## src/rtl/tone_pwm_if.sv

```systemverilog
// Control/status bundle between the note sequencer and the tone PWM.
interface tone_pwm_if #(
  parameter int unsigned W = 32
);
  logic         en;
  logic         load;
  logic [W-1:0] period_in;
  logic [W-1:0] duty_in;
  logic         pwm_out;
  logic         period_done;
  logic         pending;
  logic         active;

  modport master (
    output en, load, period_in, duty_in,
    input  pwm_out, period_done, pending, active
  );

  modport slave (
    input  en, load, period_in, duty_in,
    output pwm_out, period_done, pending, active
  );
endinterface

```

## src/rtl/tone_pwm.sv

```systemverilog
// Glitch-free square-wave tone generator with double-buffered period/duty;
// all updates and enable changes take effect only at a period boundary.
module tone_pwm #(
  parameter int unsigned W = 32
) (
  input  logic     clk,
  input  logic     rst,
  tone_pwm_if.slave bus
);

  localparam logic [0:0] S_IDLE = 1'b0;
  localparam logic [0:0] S_RUN  = 1'b1;
  localparam logic [W-1:0] ONE = W'(1);
  localparam logic [W-1:0] TWO = W'(2);

  logic [0:0]   state, state_nxt;
  logic [W-1:0] cnt, cnt_nxt;
  logic [W-1:0] act_p, act_p_nxt, act_d, act_d_nxt;
  logic [W-1:0] shd_p, shd_p_nxt, shd_d, shd_d_nxt;
  logic [W-1:0] eff_p, eff_d;
  logic         pend_q, pend_nxt;
  logic         pwm_q, pwm_nxt;
  logic         done_q, done_nxt;
  logic         active_q, active_nxt;
  logic         boundary, apply;

  // Next-state, buffer update and output lookahead.
  always_comb begin
    state_nxt = state;
    cnt_nxt   = cnt;
    act_p_nxt = act_p;
    act_d_nxt = act_d;
    shd_p_nxt = shd_p;
    shd_d_nxt = shd_d;
    pend_nxt  = pend_q;
    apply     = 1'b0;
    eff_p     = bus.load ? bus.period_in : (pend_q ? shd_p : act_p);
    eff_d     = bus.load ? bus.duty_in   : (pend_q ? shd_d : act_d);
    boundary  = (state == S_RUN) && (cnt == act_p - ONE);

    case (state)
      S_IDLE: begin
        cnt_nxt = '0;
        if (bus.en && (eff_p >= TWO)) begin
          state_nxt = S_RUN;
          apply     = 1'b1;
        end
      end
      S_RUN: begin
        if (boundary) begin
          apply   = 1'b1;
          cnt_nxt = '0;
          if (!bus.en || (eff_p < TWO)) state_nxt = S_IDLE;
        end else begin
          cnt_nxt = cnt + ONE;
        end
      end
      default: state_nxt = S_IDLE;
    endcase

    if (apply) begin
      act_p_nxt = eff_p;
      act_d_nxt = eff_d;
      pend_nxt  = 1'b0;
    end else if (bus.load) begin
      shd_p_nxt = bus.period_in;
      shd_d_nxt = bus.duty_in;
      pend_nxt  = 1'b1;
    end

    // Outputs are flopped from next-state values so they align with cnt.
    active_nxt = (state_nxt == S_RUN);
    pwm_nxt    = active_nxt && (cnt_nxt < act_d_nxt);
    done_nxt   = active_nxt && (cnt_nxt == act_p_nxt - ONE);
  end

  // State and datapath registers.
  always_ff @(posedge clk or posedge rst) begin
    if (rst) begin
      state    <= S_IDLE;
      cnt      <= '0;
      act_p    <= '0;
      act_d    <= '0;
      shd_p    <= '0;
      shd_d    <= '0;
      pend_q   <= 1'b0;
      pwm_q    <= 1'b0;
      done_q   <= 1'b0;
      active_q <= 1'b0;
    end else begin
      state    <= state_nxt;
      cnt      <= cnt_nxt;
      act_p    <= act_p_nxt;
      act_d    <= act_d_nxt;
      shd_p    <= shd_p_nxt;
      shd_d    <= shd_d_nxt;
      pend_q   <= pend_nxt;
      pwm_q    <= pwm_nxt;
      done_q   <= done_nxt;
      active_q <= active_nxt;
    end
  end

  assign bus.pwm_out     = pwm_q;
  assign bus.period_done = done_q;
  assign bus.pending     = pend_q;
  assign bus.active      = active_q;

endmodule

```

## src/flat_wrapper.sv

```systemverilog
// flat-port wrapper written by rule: the top's interface ports become plain ports
module tone_pwm_flat 
#(
  parameter int unsigned W = 32
)
  (clk, rst, bus_en, bus_load, bus_period_in, bus_duty_in, bus_pwm_out, bus_period_done, bus_pending, bus_active);
  tone_pwm_if #(.W(W)) bus_i ();
  input  logic clk;
  input  logic rst;
  input wire logic [$bits(bus_i.en)-1:0] bus_en;
  input wire logic [$bits(bus_i.load)-1:0] bus_load;
  input wire logic [$bits(bus_i.period_in)-1:0] bus_period_in;
  input wire logic [$bits(bus_i.duty_in)-1:0] bus_duty_in;
  output wire logic [$bits(bus_i.pwm_out)-1:0] bus_pwm_out;
  output wire logic [$bits(bus_i.period_done)-1:0] bus_period_done;
  output wire logic [$bits(bus_i.pending)-1:0] bus_pending;
  output wire logic [$bits(bus_i.active)-1:0] bus_active;
  assign bus_i.en = bus_en;
  assign bus_i.load = bus_load;
  assign bus_i.period_in = bus_period_in;
  assign bus_i.duty_in = bus_duty_in;
  assign bus_pwm_out = bus_i.pwm_out;
  assign bus_period_done = bus_i.period_done;
  assign bus_pending = bus_i.pending;
  assign bus_active = bus_i.active;
  tone_pwm #(.W(W)) u_core (.clk(clk), .rst(rst), .bus(bus_i));
endmodule
```

## config.mk

```make
export PLATFORM = sky130hd
export DESIGN_NAME = tone_pwm_flat
export DESIGN_NICKNAME = d
export VERILOG_FILES = /design/src/rtl/tone_pwm_if.sv /design/src/rtl/tone_pwm.sv /design/src/flat_wrapper.sv
export SDC_FILE = /design/constraint.sdc
export NUM_CORES = 1
export LEC_CHECK = 0
export CAP_MARGIN = 20
export CORE_MARGIN = 8
export CORE_UTILIZATION = 30
export DETAILED_ROUTE_END_ITERATION = 10
export PLACE_DENSITY = 0.44
export SLEW_MARGIN = 20
export SYNTH_ARGS = -nofsm -noshare
export SYNTH_HDL_FRONTEND = slang
export SYNTH_SLANG_ARGS = --single-unit
```

## constraint.sdc

```tcl
create_clock -name clk -period 7.1 [get_ports clk]
set_input_delay 1.065 -clock clk [delete_from_list [all_inputs] [get_ports clk]]
set_output_delay 1.065 -clock clk [all_outputs]
set_load 0.01 [all_outputs]
```

==> metrics.md <==
| Metric | Value |
|---|---|
| Layout Area Growth over Synthesis | 15.4% |
| DRT antenna net count | 0 |
| Nets | around 1500 |
| Ys flop type | dfrtp_1 |
| Number of placement rows | between 70 and 80 |
| Pins Over Slew Limit | 0 |
| Core region area | 0.0398 mm² |
| Hold-fix buffers, CTS | 0 |
| Routed len/inst | between 20 and 25 µm |
| Post-CTS Setup Bufs | 0 |
| Ys Warns | 0 |
| HPWL after DPL | between 30000 and 40000 µm |
| Worst setup EP type | flip-flop |
| Number of synthesized flops with an enable pin | 0 |
| Routed WL | roughly 43000 µm |
| FILL cells | ~4200 |
| Unrepaired setup endpoints after global routing | no |
| WP data required | 7.44 ns |
| CTS max path bufs | 2 |
| Min-delay src | u_core.shd_p[3] |
| Synth cell types | 82 |
| Post-synth top area cell | dfrtp_1 |
| Die ar. | roughly 0.047 mm² |
| Max VDD drop | 0.162 mV |
| Top-count cell post-synth | dfrtp_1 |
| Die Y | roughly 220 µm |
| WHS Path Cells | 1 |
| Post-synth ARST share | 100% |
| CTS resizes | 0 |
| Critical path peak fanout | 11 |
| End of the worst register-to-register path | u_core.bus.pwm_out |
| Insertion delay to the later sink of the worst-skew pair | around 0.46 ns |
| Reg2reg path depth | 20 |
| Netlist Area Pre-Place | ~0.012 mm² |
| Clk pin slew, worst setup/hold paths | 0.06 ns |
| Initial antenna violation count | 0 |
| Die width | ~220 µm |
| Pleak | between 0.005 and 0.006 µW |
| Iter 0 DRT Violations | 795 |
| Fin. Hold Viols | 0 |
| Synth top cells by count | 164 x dfrtp_1, 117 x nor2_1, 90 x nand2_1 |
| Area contributors post-synth | dfrtp_1 34%, mux2_2 7.7%, mux2i_1 4.6% |
| Min-Delay Endpoint | u_core.shd_p[3] |
| Max_cap viols | 0 |
| FF+latch count, synth | about 160 |
| Htree depth | 4 |
| Slew margin rel. | approximately 44% |
| DRC viols | 0 |
| Initial core utilization | 30.4% |
| Clock tree sinks | about 160 |
| Average size of a mapped cell | slightly below 9 µm² |
| Reg-to-Reg Start | u_core.act_p[0] |
| Dpl ws | 0.499 ns |
| Sequential fraction of the synthesis area | approximately a third |
| Max frequency | about 0.16 GHz |
| GPL Wtd Cong | between 0.9 and 1 |
| Worst setup SP type | flip-flop |
| Port bufs | slightly above 70 |
| Syn Nets | approximately 1500 |
| Ports | a little over 70 |
| Status | complete, no violations |
| First-pass GRT wire length | ~67000 µm |
| Min Tclk post-route | about 6.2 ns |
| Average vias per placed instance | 5.43 |
| Vias in the first global route | 10500 |
| Finished Core Util | between 30% and 40% |
| Final setup TNS | 0 ns |
| Hold Path Class | flip-flop to flip-flop |
| Post-synthesis cell count | 1367 |
| CTS Buf Count | 17 |
| Share of layout cells above drive strength 1 | between 10% and 20% |
| CTS tree | built |
| Reg2Reg Setup Slack | around 0.95 ns |
| CTS root buffer | clkbuf_16 |
| All-layer global routing usage | 18.4% |
| Worst Skew | slightly above 0.01 ns |
| Largest net degree at the start of global routing | 79 |
| DR pass1 iterations | 5 |
| Fin crit share | between 80% and 90% |
| CP arrival | ~6.5 ns |
| Vias | roughly 11000 |
| Crit path kind | flip-flop to flip-flop |
| PwrDens | around 170 mW/mm² |
| Finish-stage setup viols | 0 |
| GRT overflow | 0 |
| Top-area cell type share of the netlist area | around a third |
| Slew @ Worst Pin | 0.841 ns |
| Final WS setup | approximately 0.95 ns |
[sequential cells by signal (all words and copies together), names as in the netlist]
| register | count |
|---|---|
| u_core.bus.pwm_out | 1 |
| u_core.shd_d | 32 |
| u_core.bus.pending | 1 |
| u_core.shd_p | 32 |
| u_core.act_d | 32 |
| u_core.act_p | 32 |
| u_core.bus.period_done | 1 |
| u_core.cnt | 32 |
| u_core.state | 1 |
[metrics by stage]
stage | area [µm²] | hold WS (ns) | instances | power [µW]
2_1_floorplan | 12100 | 0.475 | 1367 | 1340
3_3_place_gp | 13400 | 0.486 | 1907 | 1490
6_report | 14000 | 0.506 | 1940 | 2420
3_5_place_dp | 13400 | 0.491 | 1907 | 1500
4_1_cts | 14000 | 0.510 | 1939 | 2450
5_1_grt | 14000 | 0.519 | 1939 | 2540
[layer usage]
metal  GRT usage (%)  part of all wire [%]  up-vias
li1                -                     -     5014
met1            26.9                    50     5135
met2            26.5                    42      337
met3            3.29                   5.5       57
met4            6.74                   2.6        0
met5               0                     0        -
[cells by family after synthesis]
group / share of synthesized area (%)
buffers and inverters: 5.38
muxes: 12.4
and+or+nand+nor: 21.3
xor gates and xnor gates: 8.17
AOI/OAI and AO/OA: 15.3
adders and majority gates: 3.51
DFF: 33.9
[power by group]
part / total (µW) / switching [µW] / internal, µW / leakage (µW)
logic: 412 / 227 / 185 / 0.00345
registers: 1070 / 65.0 / 1000 / 0.00198
clock network: 940 / 404 / 535 / 0.000294
total: 2420 / 696 / 1720 / 0.00572
[worst max path at each step]
stage	slack, ns	start	endpoint	depth (start not counted)
after floorplan	0.83	bus_load	u_core.bus.period_done	24
after global placement	0.64	bus_load	u_core.bus.pwm_out	21
after detailed placement	0.50	bus_load	u_core.bus.pwm_out	24
after CTS	0.96	u_core.act_p[0]	u_core.bus.pwm_out	20
after global routing	0.47	u_core.bus.pending	u_core.bus.pwm_out	25
final	0.95	u_core.act_p[0]	u_core.bus.pwm_out	20
[critical path: stages (launching register included)]
cell       delay (ns)
dfrtp_1          0.52
inv_1            0.22
ha_1             0.19
nor4b_1          0.47
nand4_1          0.23
nor4b_1          0.32
buf_4            0.17
o32ai_1          0.14
nor4_4           0.36
o2111ai_2        0.37
o21a_4           0.36
nor2_2           0.57
buf_4            0.27
a221oi_1         0.11
ha_1             0.35
nand4_1          0.12
nor4_1           0.64
o2111a_1         0.33
a221oi_1         0.09
nand4_1          0.13
a31oi_1          0.05
[cells in the final DEF, fill, tap and decap left out, types with 9 or more instances in the layout]
cell type | netlist | routed
o21ai_0 | 59 | 59
or3_1 | 14 | 14
a221oi_1 | 32 | 32
a211oi_1 | 9 | 9
dfrtp_1 | 164 | 163
nand4_1 | 28 | 28
clkdlybuf4s50_1 | 0 | 70
inv_1 | 60 | 59
clkbuf_16 | 0 | 17
nand2_1 | 90 | 90
nand3_1 | 47 | 47
nor3_1 | 40 | 40
xnor2_1 | 58 | 58
xor2_1 | 55 | 55
nor2_1 | 117 | 115
mux2i_1 | 56 | 56
o21a_1 | 15 | 14
mux2_2 | 83 | 83
buf_4 | 5 | 38
a21oi_1 | 65 | 65
or4_1 | 9 | 9
nor2b_1 | 43 | 43
ha_1 | 34 | 34
nor4_1 | 15 | 15
a31oi_1 | 15 | 15
nand2b_1 | 15 | 15
and3_1 | 19 | 19
[final cells by class]
class | count | area, µm² | area share, %
Multi-Input combinational cell | 1048 | 7380 | 52.8
Clock buffer | 20 | 457 | 3.27
Tap cell | 525 | 657 | 4.70
Inverter | 60 | 230 | 1.65
Clock inverter | 12 | 129 | 0.922
Timing Repair Buffer | 110 | 1010 | 7.23
Sequential cell | 164 | 4110 | 29.4
Antenna cell | 1 | 2.50 | 0.0179
Note: power is estimated with default switching activity, not from simulation.
